## src/rtl/cypher_ctrl.sv

```systemverilog
// Sequencer for the OTP datapath: seeds and warms the shifter, steps it once
// per word, and moves words through the registered cypher XOR stage.
module cypher_ctrl #(
  parameter int unsigned W      = 64,
  parameter int unsigned LEN_W  = 8,
  parameter int unsigned WARMUP = 4
) (
  input  logic             clk,
  input  logic             reset,
  input  logic             start,
  input  logic [7:0]       seed,
  input  logic [LEN_W-1:0] msg_len,
  input  logic             abort,
  input  logic             in_valid,
  output logic             in_ready,
  input  logic [W-1:0]     in_data,
  output logic             out_valid,
  input  logic             out_ready,
  output logic [W-1:0]     out_data,
  output logic             busy,
  output logic             done,
  output logic             sh_rst,
  output logic             sh_en,
  output logic [7:0]       sh_seed,
  input  logic [W-1:0]     otp,
  output logic [W-1:0]     cy_plaintext,
  input  logic [W-1:0]     cy_ciphertext
);

  localparam int unsigned WARM_W = (WARMUP > 1) ? $clog2(WARMUP) : 1;

  typedef enum logic [2:0] {
    S_IDLE,
    S_LOAD,
    S_WARM,
    S_ACCEPT,
    S_XOR,
    S_CAPT,
    S_OUT,
    S_DONE
  } state_e;

  state_e            state_q, state_d;
  logic [LEN_W-1:0]  cnt_q, cnt_d;
  logic [WARM_W-1:0] warm_q, warm_d;
  logic [7:0]        seed_q, seed_d;
  logic [W-1:0]      pt_q, pt_d;
  logic [W-1:0]      out_data_q, out_data_d;
  logic              in_ready_q, in_ready_d;
  logic              out_valid_q, out_valid_d;
  logic              busy_q, busy_d;
  logic              done_q, done_d;
  logic              sh_rst_q, sh_rst_d;
  logic              sh_en_q, sh_en_d;

  // The keystream is only consumed through the cypher; otp is observed, not used.
  logic unused_otp;
  assign unused_otp = ^otp;

  // Next state and next register values; outputs are decoded from the next state
  // so that every output is a flop that lines up with the state it belongs to.
  always_comb begin
    state_d    = state_q;
    cnt_d      = cnt_q;
    warm_d     = warm_q;
    seed_d     = seed_q;
    pt_d       = pt_q;
    out_data_d = out_data_q;

    case (state_q)
      S_IDLE: begin
        if (start && !abort) begin
          seed_d  = seed;
          cnt_d   = msg_len;
          state_d = (msg_len == '0) ? S_DONE : S_LOAD;
        end
      end
      S_LOAD: begin
        warm_d  = '0;
        state_d = S_WARM;
      end
      S_WARM: begin
        if (warm_q == WARM_W'(WARMUP - 1)) begin
          state_d = S_ACCEPT;
        end else begin
          warm_d = warm_q + WARM_W'(1);
        end
      end
      S_ACCEPT: begin
        if (in_valid && in_ready_q) begin
          pt_d    = in_data;
          state_d = S_XOR;
        end
      end
      S_XOR: begin
        state_d = S_CAPT;
      end
      S_CAPT: begin
        out_data_d = cy_ciphertext;
        if (cnt_q != '0) begin
          cnt_d = cnt_q - LEN_W'(1);
        end
        state_d = S_OUT;
      end
      S_OUT: begin
        if (out_valid_q && out_ready) begin
          state_d = (cnt_q == '0) ? S_DONE : S_ACCEPT;
        end
      end
      S_DONE: begin
        state_d = S_IDLE;
      end
      default: begin
        state_d = S_IDLE;
      end
    endcase

    // Abort wins over any transition out of a busy state.
    if (abort && (state_q != S_IDLE)) begin
      state_d = S_IDLE;
    end

    in_ready_d  = (state_d == S_ACCEPT);
    out_valid_d = (state_d == S_OUT);
    busy_d      = (state_d != S_IDLE);
    done_d      = (state_d == S_DONE);
    sh_rst_d    = (state_d == S_LOAD);
    sh_en_d     = (state_d == S_WARM) || (state_d == S_CAPT);
  end

  always_ff @(posedge clk or negedge reset) begin
    if (!reset) begin
      state_q     <= S_IDLE;
      cnt_q       <= '0;
      warm_q      <= '0;
      seed_q      <= '0;
      pt_q        <= '0;
      out_data_q  <= '0;
      in_ready_q  <= 1'b0;
      out_valid_q <= 1'b0;
      busy_q      <= 1'b0;
      done_q      <= 1'b0;
      sh_rst_q    <= 1'b0;
      sh_en_q     <= 1'b0;
    end else begin
      state_q     <= state_d;
      cnt_q       <= cnt_d;
      warm_q      <= warm_d;
      seed_q      <= seed_d;
      pt_q        <= pt_d;
      out_data_q  <= out_data_d;
      in_ready_q  <= in_ready_d;
      out_valid_q <= out_valid_d;
      busy_q      <= busy_d;
      done_q      <= done_d;
      sh_rst_q    <= sh_rst_d;
      sh_en_q     <= sh_en_d;
    end
  end

  assign in_ready     = in_ready_q;
  assign out_valid    = out_valid_q;
  assign out_data     = out_data_q;
  assign busy         = busy_q;
  assign done         = done_q;
  assign sh_rst       = sh_rst_q;
  assign sh_en        = sh_en_q;
  assign sh_seed      = seed_q;
  assign cy_plaintext = pt_q;

endmodule

```

## config.mk

```make
export PLATFORM = sky130hd
export DESIGN_NAME = cypher_ctrl
export DESIGN_NICKNAME = d
export VERILOG_FILES = /design/src/rtl/cypher_ctrl.sv
export SDC_FILE = /design/constraint.sdc
export NUM_CORES = 1
export LEC_CHECK = 0
export ABC_AREA = 1
export CORE_AREA = 2 2 140 142
export DETAILED_ROUTE_END_ITERATION = 12
export DIE_AREA = 0 0 142 144
export PLACE_DENSITY = 0.68
export SETUP_SLACK_MARGIN = 0.2
export SLEW_MARGIN = 0
export SYNTH_ARGS = -nofsm -noshare
export SYNTH_HDL_FRONTEND = slang
export SYNTH_SLANG_ARGS = --single-unit
```

## constraint.sdc

```tcl
create_clock -name clk -period 1.8 [get_ports clk]
set_input_delay 0.36 -clock clk [delete_from_list [all_inputs] [get_ports clk]]
set_output_delay 0.36 -clock clk [all_outputs]
set_load 0.02 [all_outputs]
```

==> summary.md, run 1 <==
| Metric | Value |
|---|---|
| Post-route cell area | between 10000 and 15000 sq um |
| Worst Skew | ~0.0074 ns |
| Gr ovfl total | 0 |
| Worst skew pair latency | between 0.4 and 0.5 ns |
| Internal reg-to-reg setup slack | between 0.2 and 0.3 ns |
| Initial antenna violation count | 0 |
| Leakage power | approximately 5.1 nW |
| Comb power frac | a little over two fifths |
| Worst setup EP type | register |
| Status | finished clean |
| Most frequent cells in the layout | nand2_1, dfrtp_1, clkdlybuf4s50_1 |
| P_sw | ~6.5 mW |
| Initial drt markers | 241 |
| CTS H-tree depth | 4 |
| I/O Buffers | ~290 |
| Sequential cell area fraction in the yosys report | between 60 and 70% |
| FP Rows | a little over 50 |
| Met3 wire len | 1.694 mm |
| Post-DR wirelength/cell | 13.88 microns |
| Share of cells above drive strength 1 | ~8% |
| Sum Neg Setup Slack | 0 ns |
| Die area | approximately 20000 sq um |
| Uppermost layer routed | met4 |
| CP startpoint | state_q[1]$_DFF_PN0_ |
| Syn nets | just under 1k |
| Syn_area_per_cell | 8.349 sq um |
| Period utilization | between 80% and 90% |
| Clk pin slew, worst setup/hold paths | approximately 0.060 ns |
| DRT Wirelength | between 15 and 20 mm |
| Max_cap viols | 0 |
| RR Endpoint | cnt_q[2]$_DFFE_PN0P_ |
| Register bit total from synthesis | roughly 160 |
| Commonest non-fill, non-tap cell in the layout | nand2_1 |
| Post-Synthesis Cells | approximately 750 |
| Initial Util | 32.86% |
| R2R Path Start | state_q[1]$_DFF_PN0_ |
| CP endpoint | cnt_q[2]$_DFFE_PN0P_ |
| Yosys top cell area share | between 60% and 70% |
| Met2 wire length | a little over 8 mm |
| Worst Path Required | around 2.1 ns |
| Final Setup Violations | 0 |
| Worst vdd ir | slightly below 700 uV |
| Worst Path Arrival | 1.86 ns |
| Vias in the first global route | roughly 5.5k |
| GPL Wtd Cong | between 0.8 and 0.9 |
| Vert. Die Dim | 144 microns |
| Sequential power share | between 30% and 40% |
| Cts bufs inserted | 17 |
| Hpwl dp | 13.25 mm |
| Drt via density | 4.375 |
| R2r worst-path depth | 9 |
| Final #Nets | 1277 |
| Sw frac | between 40 and 50% |
| Max Fclk | between 600 and 700 MHz |
| Vias post-DR | between 5k and 6k |
| Yosys Warn Count | 0 |
| Post-route DRC | 0 |
| Synth top area cells | dfrtp_1, nand2_1, nor2_1, nand3_1, inv_1 |
| Internal power component | about 9.5 mW |
| I/O pin count | ~360 |
| Final Max Slew Viols | 0 |
| Yosys cell types | 23 |
| M1 wire length | 7.857 mm |
| Tot GR Track Use | between 10% and 20% |
| Clock power share | roughly 21% |
| Die X-Extent | ~140 microns |
| DRT Pass-1 Iters | 4 |
| Crit path kind | register to register |
| Root Driver | clkbuf_16 |
| Remaining antenna violation count | 0 |
| N_diodes | 0 |
| CTS tree | done |
| Worst min-delay path category | input port to asynchronous set/reset pin |
| Mapped Area | roughly 6300 sq um |
| Slew headroom | approximately 68% |
| Clock sink total | 155 |
| Final hold vios | 0 |
| Worst setup SP type | register |
| CORE AREA | roughly 19000 sq um |
| Largest net degree at the start of global routing | 62 |
| Pwr/cell area | about 1600 nW/um^2 |
| Clock Path Buffers | 2 |
| Final min period | ~1.5 ns |
| Leading area contributor after synthesis | dfrtp_1 |
| CP max FO | 31 |
| RSZ-0062 raised after global routing | true |
| DP Area | just under 10000 sq um |
| Synthesis-to-finish area growth | 61.26% |
| Worst slew pin tran | approximately 0.48 ns |
| First-pass GRT wire length | between 20 and 30 mm |
-- critical path, cell delays in order, from the launching register on --
cell and delay (ns):
dfrtp_2 0.45, inv_2 0.08, nand2_1 0.10, nor2_4 0.14
buf_12 0.15, buf_16 0.19, o21ai_0 0.12, nand2_1 0.07
nand2_1 0.05, o21ai_1 0.09
-- power by group through the flow --
stage	clock network, mW	logic, mW	registers, mW
after floorplan	0	1.89	7.78
after global placement	0	7.69	5.96
after detailed placement	0	7.77	6.00
after CTS	3.44	6.75	5.91
after global routing	3.60	7.45	6.11
final	3.31	6.77	5.91
-- layer usage --
layer | vias up | GRT usage (%)
li1 | 2901 | -
met1 | 2583 | 21.81
met2 | 236 | 27.33
met3 | 20 | 6.788
met4 | 0 | 6.053
met5 | - | 0
-- through the flow --
| step | hold slack (ns) | util (%) | power, mW | worst slack, ns | std cells |
|---|---|---|---|---|---|
| 6_report | 0.4530 | 52.99 | 16.00 | 0.2621 | 1312 |
| 5_1_grt | 0.4609 | 52.99 | 17.16 | 0.1478 | 1312 |
| 4_1_cts | 0.4498 | 52.52 | 16.10 | 0.1869 | 1307 |
| 3_3_place_gp | 0.3333 | 50.40 | 13.65 | 0.02212 | 1273 |
| 3_5_place_dp | 0.3371 | 50.40 | 13.78 | 0.02482 | 1273 |
| 2_1_floorplan | 0.06441 | - | 9.675 | 0.4338 | 751 |
-- cell usage after synthesis --
| cell | n |
|---|---|
| nand3b_1 | 1 |
| o22ai_1 | 1 |
| a21oi_1 | 2 |
| nand3_1 | 15 |
| nor2_2 | 1 |
| inv_2 | 7 |
| or2_2 | 3 |
| nor2_1 | 33 |
| nand4_1 | 2 |
| nor2_4 | 2 |
| dfrtp_1 | 155 |
| xnor2_1 | 1 |
| ha_1 | 2 |
| xor2_1 | 1 |
| nor3_2 | 1 |
| nand2_1 | 461 |
| buf_2 | 9 |
| o21ai_1 | 5 |
| inv_1 | 18 |
| buf_4 | 8 |
| o21ai_0 | 10 |
| clkbuf_1 | 12 |
| nand2_2 | 1 |
-- cells by family after synthesis --
| family | Yosys count | share of synthesized area [%] |
|---|---|---|
| compound gates | 18 | 1.457 |
| xor+xnor | 2 | 0.2794 |
| buf+inv | 54 | 3.891 |
| simple gates | 520 | 32.11 |
| fa+ha+maj | 2 | 0.3991 |
| flops | 155 | 61.86 |
-- final cells by class --
cell class | count | area (sq um)
multi-input combinational | 542 | 2181
fill | 1826 | 8969
sequential | 155 | 3882
tap | 238 | 297.8
inverter | 25 | 101.3
timing repair inverter | 1 | 6.256
timing repair buffer | 319 | 3099
clock inverter | 14 | 113.9
clock buffer | 18 | 429.2
-- registers in the layout, indices dropped and copies added, names as in the netlist --
register and count:
cy_plaintext 64, out_valid 1, cnt_q 8, sh_seed 8, warm_q 2, busy 1, state_q 3, in_ready 1
done 1, out_data 64, sh_en 1, sh_rst 1
-- what timing repair did --
item | CTS | global route
pin swaps | 1 | 2
endpoints found under the hold margin | 36 | 0
buffers inserted | 1 | 3
cloned | 0 | 2
resized for setup | 144 | 16
hold buffers | 1 | 0
setup endpoints to repair | 205 | 28
-- worst min path at each step --
| stage | end | slack (ns) | cells past startpoint |
|---|---|---|---|
| after floorplan | busy$_DFF_PN0_ | 0.06 | 0 |
| after global placement | cy_plaintext[45]$_DFFE_PN0P_ | 0.33 | 1 |
| after detailed placement | cy_plaintext[39]$_DFFE_PN0P_ | 0.34 | 1 |
| after CTS | cy_plaintext[39]$_DFFE_PN0P_ | 0.45 | 2 |
| after global routing | cy_plaintext[51]$_DFFE_PN0P_ | 0.46 | 3 |
| final | cy_plaintext[39]$_DFFE_PN0P_ | 0.45 | 2 |
(Power assumes the default switching activity.)
==> run 2, diff against run 1 <==
CORE_AREA = 2 2 137 139   (was 2 2 140 142)
DIE_AREA = 0 0 139 141   (was 0 0 142 144)
GPL_TIMING_DRIVEN = 0   (was unset)
PLACE_DENSITY = 0.71   (was 0.68)
SETUP_SLACK_MARGIN = 0.3   (was 0.2)
==> run 2 against run 1 <==
Against the previous run:
- clock power increased by 8.2%
- sequential power increased by 2%
- maximum frequency increased by 4.5%
- global-route usage increased by 1.8 points
- final cell count increased by 0.61%
- worst setup slack improved by 0.067 ns
- wire length increased by 3.1%
- first-iteration DRC count decreased by 14%
- critical path depth unchanged
- critical endpoint is now cnt_q[5]$_DFFE_PN0P_
==> summary.md, run 2 (synthesis results as in run 1) <==
| Metric | Value |
|---|---|
| Status | finished clean |
| Initial antenna violation count | 0 |
| DP Area | approximately 9500 sq um |
| Vias post-DR | 5876 |
| Pwr/cell area | between 1500 and 2000 nW/um^2 |
| Cts bufs inserted | 17 |
| Worst skew pair latency | about 0.42 ns |
| DRT Pass-1 Iters | 4 |
| CORE AREA | between 15000 and 20000 sq um |
| R2R Path Start | state_q[0]$_DFF_PN0_ |
| Root Driver | clkbuf_16 |
| DRT Wirelength | 18.77 mm |
| CP max FO | 5 |
| Post-route cell area | slightly above 10000 sq um |
| Worst Path Required | between 2 and 2.5 ns |
| Initial drt markers | 208 |
| Worst min-delay path category | input port to asynchronous set/reset pin |
| Die X-Extent | approximately 140 microns |
| N_diodes | 0 |
| Leakage power | 5.059 nW |
| Largest net degree at the start of global routing | 90 |
| Placed insts | 1277 |
| Internal reg-to-reg setup slack | about 0.33 ns |
| Worst Path Arrival | around 1.8 ns |
| Vert. Die Dim | 141 microns |
| Post-DR wirelength/cell | roughly 14 microns |
| Gr ovfl total | 0 |
| Worst slew pin tran | between 0.5 and 0.6 ns |
| Synthesis-to-finish area growth | 62.08% |
| Final #Nets | around 1.3k |
| Initial Util | 34.32% |
| FP Rows | 50 |
| R2r worst-path depth | 9 |
| Hpwl dp | ~14 mm |
| Post-route insts no fill | approximately 1.3k |
| Worst vdd ir | 820.8 uV |
| RSZ-0062 raised after global routing | true |
| I/O Buffers | between 200 and 300 |
| Commonest non-fill, non-tap cell in the layout | nand2_1 |
| Slew headroom | approximately 63% |
| Most frequent cells in the layout | nand2_1, dfrtp_1, clkdlybuf4s50_1 |
| Final Util | between 50% and 60% |
| Period utilization | approximately 82% |
| Final Max Slew Viols | 0 |
| Drt via density | approximately 4.5 |
| Final Setup Violations | 0 |
| CTS H-tree depth | 4 |
| Final hold vios | 0 |
| Max Fclk | just under 700 MHz |
| Max_cap viols | 0 |
| Crit path kind | register to register |
| Final min period | about 1.5 ns |
| Die area | 19600 sq um |
| Worst setup EP type | register |
| Seq. cell area | about 3900 sq um |
| Tot GR Track Use | 19.17% |
| Clk pin slew, worst setup/hold paths | about 0.070 ns |
| GPL Wtd Cong | ~0.82 |
| Area occupied by multi-input gates | roughly 2300 sq um |
| Fillers | between 1.5k and 2k |
| Remaining antenna violation count | 0 |
| Worst setup SP type | register |
| Clock Path Buffers | 2 |
| CTS tree | done |
| Share of cells above drive strength 1 | between 15 and 20% |
| First-pass GRT wire length | approximately 30 mm |
| Final Power | 16.70 mW |
| Clock sink total | ~160 |
| RR Endpoint | cnt_q[5]$_DFFE_PN0P_ |
| Worst Skew | between 0.01 and 0.015 ns |
| Post-route DRC | 0 |
| Vias in the first global route | around 5.9k |
| I/O pin count | about 360 |
[run 2: how the worst max path moves through the flow]
stage | startpoint | end | cells after the start
after global placement | reset | out_data[9]$_DFFE_PN0N_ | 1
final | state_q[0]$_DFF_PN0_ | cnt_q[5]$_DFFE_PN0P_ | 9
after global routing | state_q[0]$_DFF_PN0_ | cnt_q[0]$_DFFE_PN0P_ | 8
after floorplan | state_q[1]$_DFF_PN0_ | cnt_q[7]$_DFFE_PN0P_ | 11
after CTS | cy_plaintext[14]$_DFFE_PN0P_ | cy_plaintext[14] | 1
after detailed placement | abort | sh_en$_DFF_PN0_ | 10
[run 2: per-stage QoR]
step | setup WS (ns) | setup TNS, ns | hold slack [ns]
floorplan | 0.4338 | 0 | 0.06441
global placement | -6.215 | -969.31 | 0.4528
detailed placement | -0.1870 | -8.966 | 0.3601
CTS | 0.2346 | 0 | 0.4493
global route | 0.2251 | 0 | 0.4663
finish | 0.3287 | 0 | 0.4680
[run 2: routing by layer]
metal  share of wire (%)  global-route usage (%)  vias to the layer above  wire length (microns)
met4                 2.1                   6.592                        0                    398
met1                  41                   23.32                     2649                   7724
met3                 9.8                   7.575                       36                   1849
li1                    -                       -                     2921                      -
met5                   0                       0                        -                      0
met2                  47                   31.24                      270                   8800
[run 2: power breakdown]
part / switching (mW) / internal [mW] / leakage [nW]
Combinational: 4.25 / 2.86 / 2.98
Clock: 1.58 / 2.00 / 0.291
Sequential: 0.927 / 5.09 / 1.79
Total: 6.76 / 9.95 / 5.06
[run 2: repair_timing]
action / in CTS / in global routing
cloned: 0 / 1
gates resized for setup: 266 / 141
setup endpoints to repair: 277 / 233
pin swaps: 2 / 6
hold endpoints to repair: 66 / 0
hold buffers: 1 / 0
buffers inserted: 8 / 1
[run 2: area by class of cell]
cell class	instances	share of cell area, %
Sequential cell	155	38.21
Timing Repair Buffer	303	27.94
Multi-Input combinational cell	542	22.19
Clock buffer	18	4.322
Tap cell	234	2.881
Buffer	29	1.958
Clock inverter	14	1.514
Inverter	25	0.9973
[run 2: critical path, stage by stage, from the launching register on]
cell and delay [ns]:
dfrtp_2 0.43, buf_6 0.13, nand2_4 0.05, nor2_4 0.19, nand4_1 0.13, nand2_2 0.13, inv_4 0.06, buf_6 0.13
nand3_1 0.07, nand2_1 0.06
==> run 3, diff against run 2 <==
clock period = 1.5 ns   (was 1.8 ns; I/O delays follow)
==> run 3 against run 2 <==
Against the previous run:
- the flow now finishes with violations (hold timing, setup timing)
- sequential share of layout area decreased by 6.2 points
- clock skew down 0.0017 ns
- clock power is 32% higher
- critical endpoint is now cnt_q[7]$_DFFE_PN0P_
- largest power group unchanged
- final cell count up 6.4%
- maximum frequency is 3.7% lower
- critical path type unchanged
- register-to-register slack lost 0.36 ns
- via count is 10% higher
- global-route usage is 1.0 points higher
- count of clock-buffer cells in the layout increased by 1
==> summary.md, run 3 (synthesis results as in run 1) <==
| Metric | Value |
|---|---|
| Status | finished, violations left |
| Failing checks | hold timing, setup timing |
| Final Power | ~24 mW |
| Initial Util | approximately 34% |
| Worst Slack Setup Final | -0.02805 ns |
| Worst min-delay path category | input port to asynchronous set/reset pin |
| Final Util | between 60 and 70% |
| N_diodes | 0 |
| Worst Skew | just under 0.009 ns |
| Worst setup SP type | register |
| Critical-path cell list | inv_4 -> nand2_4 -> nor2_4 -> buf_6 -> o21ai_2 -> inv_2 -> nand2_4 -> inv_4 -> buf_6 -> nand3_2 -> nand2_1 |
| I/O Buffers | slightly below 300 |
| R2R Path Start | state_q[0]$_DFF_PN0_ |
| Final min period | 1.528 ns |
| Die X-Extent | around 140 microns |
| Worst vdd ir | 1072 uV |
| CORE AREA | 18270 sq um |
| Worst skew pair latency | ~0.43 ns |
| Crit path kind | register to register |
| Commonest non-fill, non-tap cell in the layout | nand2_1 |
| Worst setup EP type | register |
| Critical path buffers and inverters | 5 |
| DRT Pass-1 Iters | 4 |
| CP max FO | 5 |
| DRT Wirelength | 22.32 mm |
| Max Fclk | ~650 MHz |
| Sum Neg Setup Slack | -0.1312 ns |
| Initial antenna violation count | 0 |
| Initial drt markers | about 260 |
| Post-DR wirelength/cell | between 15 and 20 microns |
| CP startpoint | state_q[0]$_DFF_PN0_ |
| Slew headroom | between 60% and 70% |
| Final #Nets | about 1.4k |
| Clk pin slew, worst setup/hold paths | 0.06 ns |
| Area occupied by multi-input gates | approximately 2900 sq um |
| Share of cells above drive strength 1 | 41.08% |
| Fillers | between 1k and 1.5k |
| Max_cap viols | 0 |
| Die area | around 20000 sq um |
| Cell family with most CP delay | buffers and inverters |
| Gr ovfl total | 0 |
| I/O pin count | ~360 |
| Slowest CP cell | dfrtp_2 |
| Final hold vios | 70 |
| Vias in the first global route | 6182 |
| Most frequent cells in the layout | nand2_1, buf_6, dfrtp_1 |
| Period utilization | 101.9% |
| Worst hold slack | -0.1852 ns |
| Vias post-DR | between 6k and 7k |
| Hpwl dp | approximately 14 mm |
| Post-route DRC | 0 |
| RSZ-0062 raised after global routing | true |
| Final Max Slew Viols | 0 |
| Clock sink total | around 160 |
| Pwr/cell area | 2011 nW/um^2 |
| Vert. Die Dim | around 140 microns |
| GPL Wtd Cong | 0.8857 |
| Worst Path Required | 1.86 ns |
| Leakage power | between 6 and 7 nW |
| Clock Path Buffers | 2 |
| Tot GR Track Use | about a fifth |
| Worst slew pin tran | 0.5662 ns |
| CTS tree | done |
| FP Rows | 50 |
| Root Driver | clkbuf_16 |
| Worst Path Arrival | between 1.5 and 2 ns |
| Post-route cell area | between 10000 and 15000 sq um |
| Cts bufs inserted | 17 |
| First-pass GRT wire length | around 31 mm |
| CTS H-tree depth | 4 |
| Worst stage delay on the critical path | 0.48 ns |
| DP Area | ~9600 sq um |
| Seq. cell area | slightly below 4000 sq um |
| Drt via density | 4.614 |
| Final Setup Violations | 10 |
| Remaining antenna violation count | 0 |
| Synthesis-to-finish area growth | 93.61% |
| Largest net degree at the start of global routing | 86 |
## run 3: metal layers
| layer | vias up | GRT usage (%) | part of all wire, % |
|---|---|---|---|
| li1 | 3090 | - | - |
| met1 | 3060 | 24.15 | 39 |
| met2 | 292 | 33.96 | 50 |
| met3 | 41 | 7.133 | 8.6 |
| met4 | 0 | 7.018 | 2.5 |
| met5 | - | 0 | 0 |
## run 3: per-stage QoR
stage | worst slack (ns) | cells
2_1_floorplan | 0.1419 | 751
3_3_place_gp | -6.937 | 1276
3_5_place_dp | -0.5664 | 1277
4_1_cts | 0.01019 | 1356
5_1_grt | -0.09347 | 1405
6_report | -0.02805 | 1405
## run 3: power breakdown
group / internal [mW] / switching (mW) / leakage [nW]
logic: 6.18 / 5.85 / 4.11
registers: 6.12 / 1.53 / 1.79
clock network: 2.89 / 1.85 / 0.311
total: 15.2 / 9.22 / 6.21
## run 3: layout make-up
class | count | area share, %
timing repair buffer | 389 | 33.42
sequential | 155 | 31.99
buffer | 29 | 2.515
multi-input combinational | 542 | 23.49
clock inverter | 12 | 1.525
inverter | 25 | 0.9173
clock buffer | 19 | 3.731
tap | 234 | 2.412
## run 3: path summary, 6_finish.rpt
path                                                 to  slack [ns]  depth (start not counted)
max                                cnt_q[7]$_DFFE_PN0P_       -0.03                         11
min                        cy_plaintext[14]$_DFFE_PN0P_       -0.19                          1
max reg2reg                        cnt_q[7]$_DFFE_PN0P_       -0.03                         11
min reg2reg                       warm_q[0]$_DFFE_PN0P_        0.48                          1
max in group asynchronous      out_data[41]$_DFFE_PN0N_        0.86                          2
min in group clk               out_data[44]$_DFFE_PN0N_        0.40                          3
## run 3: what timing repair did
item	CTS	global route
buffers inserted	46	41
setup endpoints to repair	295	296
gates cloned	2	8
pin swaps	10	83
hold endpoints to repair	70	70
gates resized for setup	892	246
## run 3: worst reg2reg max path: stages, from the launching register on
cell and delay [ns]:
dfrtp_2 0.48, inv_4 0.11, nand2_4 0.06, nor2_4 0.19, buf_6 0.13, o21ai_2 0.05
inv_2 0.06, nand2_4 0.06, inv_4 0.08, buf_6 0.13, nand3_2 0.07, nand2_1 0.05
